--- config.mk ---
export PLATFORM = sky130hd
export DESIGN_NAME = lock_exit_gate_flat
export DESIGN_NICKNAME = d
export VERILOG_FILES = /design/src/rtl/lock_pkg.sv /design/src/rtl/lock_exit_gate_if.sv /design/src/rtl/lock_level_ctr.sv /design/src/rtl/lock_exit_gate.sv /design/src/flat_wrapper.sv
export SDC_FILE = /design/constraint.sdc
export NUM_CORES = 1
export LEC_CHECK = 0
export CAP_MARGIN = 20
export CORE_AREA = 10 10 47 49
export DETAILED_ROUTE_END_ITERATION = 7
export DIE_AREA = 0 0 57 59
export HOLD_SLACK_MARGIN = 0.12
export PLACE_DENSITY = 0.69
export SYNTH_ARGS = -nofsm -noshare
export SYNTH_HDL_FRONTEND = slang
export SYNTH_SLANG_ARGS = --single-unit
export TNS_END_PERCENT = 30
--- constraint.sdc ---
create_clock -name clk -period 1.9 [get_ports clk]
set_input_delay 0.19 -clock clk [delete_from_list [all_inputs] [get_ports clk]]
set_output_delay 0.19 -clock clk [all_outputs]
set_load 0.05 [all_outputs]
--- src/rtl/lock_pkg.sv ---
`default_nettype none
// ============================================================================
//  Module   : lock_pkg
//  Brief    : Shared types and constants for the two-gate canal lock.
//  Revision : 1.0 - initial release
// ============================================================================
package lock_pkg;

  // Default drain/refill duration, shared by the entry and exit gates.
  localparam int FILL_CYCLES_DEFAULT = 8;

  // Exit-gate controller states.
  typedef enum logic [2:0] {
    IDLE  = 3'd0,
    DRAIN = 3'd1,
    READY = 3'd2,
    OPEN  = 3'd3,
    CLEAR = 3'd4,
    EXIT  = 3'd5,
    FILL  = 3'd6
  } exit_state_t;

endpackage
`default_nettype wire

--- src/rtl/lock_exit_gate_if.sv ---
`default_nettype none
// ============================================================================
//  Module   : lock_exit_gate_if
//  Brief    : Signal bundle between the exit gate and its environment
//             (entry gate, operator switch, departure sensor).
//  Revision : 1.0 - initial release
// ============================================================================
interface lock_exit_gate_if #(
  parameter int FILL_CYCLES = lock_pkg::FILL_CYCLES_DEFAULT,
  parameter int LVL_W       = $clog2(FILL_CYCLES + 1)
);

  logic             occupied;
  logic             gate2_sw;
  logic             dep_li;
  logic             gate2_li;
  logic             drain_on;
  logic             fill_on;
  logic             water_level;
  logic             exited;
  logic [LVL_W-1:0] level;

  // Environment side: drives the requests, observes the gate.
  modport master (
    output occupied, gate2_sw, dep_li,
    input  gate2_li, drain_on, fill_on, water_level, exited, level
  );

  // Exit-gate side.
  modport slave (
    input  occupied, gate2_sw, dep_li,
    output gate2_li, drain_on, fill_on, water_level, exited, level
  );

endinterface
`default_nettype wire

--- src/rtl/lock_level_ctr.sv ---
`default_nettype none
// ============================================================================
//  Module   : lock_level_ctr
//  Brief    : Saturating up/down counter tracking chamber water height.
//             Resets to the upstream level (FILL_CYCLES).
//  Revision : 1.0 - initial release
// ============================================================================
module lock_level_ctr #(
  parameter int FILL_CYCLES = 8,
  parameter int LVL_W       = $clog2(FILL_CYCLES + 1)
) (
  input  logic             clk,
  input  logic             reset,
  input  logic             up,
  input  logic             dn,
  output logic [LVL_W-1:0] level
);

  localparam logic [LVL_W-1:0] C_TOP = LVL_W'(FILL_CYCLES);
  localparam logic [LVL_W-1:0] C_ONE = LVL_W'(1);

  logic [LVL_W-1:0] r_level;

  // Step the level one unit per cycle, clamped to [0, FILL_CYCLES].
  always_ff @(posedge clk) begin
    if (reset) begin
      r_level <= C_TOP;
    end else if (dn && !up && (r_level != '0)) begin
      r_level <= r_level - C_ONE;
    end else if (up && !dn && (r_level != C_TOP)) begin
      r_level <= r_level + C_ONE;
    end
  end

  assign level = r_level;

endmodule
`default_nettype wire

--- src/rtl/lock_exit_gate.sv ---
`default_nettype none
// ============================================================================
//  Module   : lock_exit_gate
//  Brief    : Downstream gate controller. Drains the chamber for a sealed
//             boat, opens gate 2, waits for departure, pulses exited, then
//             refills the chamber to upstream level.
//  Revision : 1.0 - initial release
// ============================================================================
module lock_exit_gate
  import lock_pkg::*;
#(
  parameter int FILL_CYCLES = FILL_CYCLES_DEFAULT,
  parameter int LVL_W       = $clog2(FILL_CYCLES + 1)
) (
  input  logic              clk,
  input  logic              reset,
  lock_exit_gate_if.slave   bus
);

  localparam logic [LVL_W-1:0] C_ONE     = LVL_W'(1);
  localparam logic [LVL_W-1:0] C_TOP_M1  = LVL_W'(FILL_CYCLES - 1);

  exit_state_t      r_state;
  exit_state_t      w_next;
  logic [LVL_W-1:0] w_level;

  // State register.
  always_ff @(posedge clk) begin
    if (reset) begin
      r_state <= IDLE;
    end else begin
      r_state <= w_next;
    end
  end

  // Next-state logic. Drain/fill exits use the level seen on the final edge,
  // so each phase lasts exactly FILL_CYCLES cycles.
  always_comb begin
    w_next = r_state;
    case (r_state)
      IDLE:  if (bus.occupied)       w_next = DRAIN;
      DRAIN: if (w_level <= C_ONE)   w_next = READY;
      READY: if (bus.gate2_sw)       w_next = OPEN;
      // Gate 2 only closes once the boat has cleared it.
      OPEN:  if (bus.dep_li)         w_next = bus.gate2_sw ? CLEAR : EXIT;
      CLEAR: if (!bus.gate2_sw)      w_next = EXIT;
      EXIT:                          w_next = FILL;
      FILL:  if (w_level >= C_TOP_M1) w_next = IDLE;
      default:                       w_next = IDLE;
    endcase
  end

  lock_level_ctr #(
    .FILL_CYCLES (FILL_CYCLES),
    .LVL_W       (LVL_W)
  ) u_level_ctr (
    .clk   (clk),
    .reset (reset),
    .up    (r_state == FILL),
    .dn    (r_state == DRAIN),
    .level (w_level)
  );

  // Moore output decode.
  assign bus.water_level = (r_state == IDLE);
  assign bus.drain_on    = (r_state == DRAIN);
  assign bus.fill_on     = (r_state == FILL);
  assign bus.gate2_li    = (r_state == OPEN) || (r_state == CLEAR);
  assign bus.exited      = (r_state == EXIT);
  assign bus.level       = w_level;

endmodule
`default_nettype wire

--- src/flat_wrapper.sv ---
// flat-port wrapper written by rule: the top's interface ports become plain ports
module lock_exit_gate_flat import lock_pkg::*;
#(
  parameter int FILL_CYCLES = FILL_CYCLES_DEFAULT,
  parameter int LVL_W       = $clog2(FILL_CYCLES + 1)
)
  (clk, reset, bus_occupied, bus_gate2_sw, bus_dep_li, bus_gate2_li, bus_drain_on, bus_fill_on, bus_water_level, bus_exited, bus_level);
  lock_exit_gate_if #(.FILL_CYCLES(FILL_CYCLES), .LVL_W(LVL_W)) bus_i ();
  input  logic clk;
  input  logic reset;
  input wire logic [$bits(bus_i.occupied)-1:0] bus_occupied;
  input wire logic [$bits(bus_i.gate2_sw)-1:0] bus_gate2_sw;
  input wire logic [$bits(bus_i.dep_li)-1:0] bus_dep_li;
  output wire logic [$bits(bus_i.gate2_li)-1:0] bus_gate2_li;
  output wire logic [$bits(bus_i.drain_on)-1:0] bus_drain_on;
  output wire logic [$bits(bus_i.fill_on)-1:0] bus_fill_on;
  output wire logic [$bits(bus_i.water_level)-1:0] bus_water_level;
  output wire logic [$bits(bus_i.exited)-1:0] bus_exited;
  output wire logic [$bits(bus_i.level)-1:0] bus_level;
  assign bus_i.occupied = bus_occupied;
  assign bus_i.gate2_sw = bus_gate2_sw;
  assign bus_i.dep_li = bus_dep_li;
  assign bus_gate2_li = bus_i.gate2_li;
  assign bus_drain_on = bus_i.drain_on;
  assign bus_fill_on = bus_i.fill_on;
  assign bus_water_level = bus_i.water_level;
  assign bus_exited = bus_i.exited;
  assign bus_level = bus_i.level;
  lock_exit_gate #(.FILL_CYCLES(FILL_CYCLES), .LVL_W(LVL_W)) u_core (.clk(clk), .reset(reset), .bus(bus_i));
endmodule
==> flow_summary.rst <==
.. list-table::
   :header-rows: 1

   * - Metric
     - Value
   * - Kind of start point of the critical path
     - flip-flop
   * - Clk sinks
     - 7
   * - Number of stages on the worst hold path
     - 2
   * - Clk Latency, worst-skew pair
     - 260 ps
   * - Terminus of the critical flop-to-flop path
     - u_core.r_state[0]
   * - Critical-path cell list
     - clkdlybuf4s50_1
   * - Sort of element at the end of the critical path
     - primary output
   * - F_max
     - 548 MHz
   * - Root buf cell
     - sky130_fd_sc_hd__clkbuf_4
   * - Highest ir drop seen on vdd
     - 0.000513 V
   * - Number of global-route vias before repair
     - 547
   * - Fraction of layout instances using a drive strength above 1
     - 14.3%
   * - GRT Util Overall
     - 8.94%
   * - Worst-Margin Slew
     - 506 ps
   * - Total half-perimeter wirelength after legalization and detailed placement
     - 989 um
   * - Number of enable flip-flop cells after synthesis
     - 0
   * - Fin. Hold Viols
     - 0
   * - Layout overhead on the synthesized area
     - 31.7%
   * - CTS tree
     - done
   * - Fillcell total
     - 140
   * - Pins Over Slew Limit
     - 0
   * - Wirelength, routed
     - 1420 um
   * - Number of warnings printed during yosys synthesis
     - 0
   * - Net count after synthesis
     - 80
   * - Effective utilization at floorplan
     - 39.2%
   * - Worst clock skew on the final layout
     - 0.487 ps
   * - Final net count
     - 93
   * - Placement row count
     - 14
   * - Max transition margin
     - 66.2%
   * - RSZ-0062 raised after global routing
     - no
   * - Clock transition at the registers of the reported paths
     - 60 ps
   * - Min-Delay Endpoint
     - u_core.u_level_ctr.level[1]
   * - Total buffers and inverters traversed by the critical path
     - 1
   * - Wirelength per Cell
     - 14.2 um
   * - Initial DRC Count
     - 10
   * - Global-route wire length before repair
     - 2460 um
   * - Number of buffers inserted during clock tree synthesis
     - 3
   * - Cell with the biggest individual delay on the critical path
     - sky130_fd_sc_hd__clkdlybuf4s50_1
   * - Area taken by flip-flops and latches
     - 140 um^2
   * - Final cell count without fillers
     - 100
   * - Multi-input gate area in the final layout
     - 368 um^2
   * - Worst R2R Setup Slack
     - 200 ps
   * - Final routed DRC violation total
     - 0
   * - Routed via count divided by cell count
     - 5.69
   * - ANT cells
     - 0
   * - Post-synth top flop
     - sky130_fd_sc_hd__dfxtp_1
   * - Cell type group with the largest total delay on the critical path
     - buffers and inverters
   * - Final critical path time including I/O delays and setup
     - 1820 ps
   * - Count of cell types in the netlist
     - 33
   * - Floorplan Core Area
     - 0.00140 mm^2
   * - Data required time at the worst endpoint
     - 1710 ps
   * - Via count
     - 569
   * - Mapped Cells
     - 72
   * - Total grt overflow
     - 0
   * - Kind of critical path
     - flip-flop to primary output
   * - Outcome
     - finished, final reports clean
   * - Number of cells on the worst reg-to-reg path
     - 5
   * - Leakage power
     - 0.282 nW
   * - Post-synthesis sequential area ratio
     - 25.5%
   * - Total setup violations reported at the end of the flow
     - 0
   * - Number of antenna violations at the first check in global routing
     - 0
   * - Power density of the placed cells
     - 948 mW/mm^2
   * - Source of the worst hold timing path
     - u_core.u_level_ctr.level[1]
   * - Critical R2R Launch
     - u_core.u_level_ctr.level[0]
   * - Largest fanout on the critical path
     - 9
   * - Endpoint arrival time on the critical path
     - 1630 ps
   * - Buffers inserted by post-CTS timing repair
     - 0
   * - Die width
     - 57 um
   * - Die footprint
     - 0.00336 mm^2
   * - Post-Synthesis Cell Area
     - 549 um^2
   * - Port buffer count
     - 13
   * - Placed cells
     - 96
   * - Flops & latches, synth
     - 7
   * - Detailed-router iteration count before antenna repair
     - 5
   * - Async S/R FF share, synth
     - 0%
   * - Maximum number of buffers from clock root to sink
     - 2
   * - Class of the most critical hold timing path
     - flip-flop to flip-flop
   * - Max-cap viol count
     - 0
   * - Final-layout setup total negative slack
     - 0 ps
   * - Antenna violation net count after detailed routing
     - 0
   * - Pin count of the biggest net entering global routing
     - 17
   * - Final period utilization
     - 96.0%
   * - IO Pins
     - 14
   * - H-Tree Depth
     - 1
   * - GPL Wtd Cong
     - 0.836
   * - Die height
     - 59 um
   * - Critical path's largest stage delay
     - 870 ps
   * - Synthesized area per cell
     - 7.63 um^2
per-stage QoR:
step	utilization (%)	power [mW]	instance area [um^2]	setup WS [ps]	hold slack, ps
floorplan	-	0.441	549	5.76	436
global placement	49.4	0.535	692	263	585
detailed placement	49.4	0.538	692	264	596
CTS	51.2	0.686	718	82.8	610
global route	51.6	0.728	723	13.3	670
finish	51.6	0.686	723	75.7	608
cell usage in the layout (no fill, tap or decap), drive strengths merged:
cell type,instances
nor3b,1
and3,1
o21ai,3
nand3b,2
nor2b,1
buf,6
clkdlybuf4s50,8
or3,1
a31oi,3
nand2,4
a21oi,1
nor4,1
o311ai,1
xnor2,1
mux2i,1
nor2,11
clkbuf,4
or3b,1
nor4bb,2
a22o,1
o2111a,1
a221oi,2
o2bb2ai,1
ha,3
and4,1
a311oi,1
dfxtp,7
nor3,3
inv,5
and3b,1
a211oi,2
nand3,3
cell usage after synthesis (2+ instances only):
master	count	area share, %
sky130_fd_sc_hd__ha_1	3	6.8
sky130_fd_sc_hd__a31oi_1	3	3.4
sky130_fd_sc_hd__nor2_1	11	7.5
sky130_fd_sc_hd__o21ai_0	3	2.7
sky130_fd_sc_hd__a221oi_1	2	3.2
sky130_fd_sc_hd__inv_1	5	3.4
sky130_fd_sc_hd__nand3_1	3	2.7
sky130_fd_sc_hd__nor4bb_1	2	3.6
sky130_fd_sc_hd__dfxtp_1	7	26
sky130_fd_sc_hd__nand3b_1	2	2.7
sky130_fd_sc_hd__nand2_1	4	2.7
sky130_fd_sc_hd__a211oi_1	2	2.7
sky130_fd_sc_hd__clkbuf_1	3	2.0
sky130_fd_sc_hd__nor3_1	3	2.7
how the worst max path moves through the flow:
| stage | from | end | slack, ps | depth (start not counted) |
|---|---|---|---|---|
| global placement | bus_gate2_sw | u_core.r_state[0] | 260 | 5 |
| global route | u_core.u_level_ctr.level[3] | bus_level[3] | 10 | 1 |
| floorplan | u_core.u_level_ctr.level[0] | u_core.r_state[0] | 6 | 5 |
| finish | u_core.u_level_ctr.level[2] | bus_level[2] | 80 | 1 |
| detailed placement | bus_gate2_sw | u_core.r_state[0] | 260 | 5 |
| CTS | u_core.u_level_ctr.level[3] | bus_level[3] | 80 | 1 |
what timing repair did:
action,4_1_cts,5_1_grt
setup endpoints to repair,0,1
hold buffers,0,0
gates resized for setup,0,1
metal layers:
layer	track usage (%)	wire length, um
met1	10.1	652
met2	12.9	564
met3	4.08	147
met5	0	0
met4	6.71	59
power breakdown:
part	internal (mW)	switching, mW
logic	0.132	0.193
registers	0.169	0.0483
clock network	0.0806	0.0625
total	0.381	0.304
registers in the layout (all words and copies together), names as in the netlist:
signal / flops
u_core.r_state: 3
u_core.u_level_ctr.level: 4
kinds of logic (layout without fill, tap and decap cells):
logic type	Yosys count	after routing	synth area share (%)
and+or+nand+nor	33	33	34.4
DFF	7	7	25.5
xor gates and xnor gates	1	1	1.59
adders and majority gates	3	3	6.83
buffers and inverters	11	23	8.43
AOI/OAI and AO/OA	16	16	21.4
muxes	1	1	1.82
cell type report:
cell class / instances / share of cell area, %
flip-flops and latches: 7 / 19.4
inverters: 5 / 2.60
multi-input cells: 54 / 50.9
repair buffers: 14 / 20.8
well taps: 16 / 2.77
clock buffers: 4 / 3.63
Note: power is estimated with default switching activity, not from simulation.
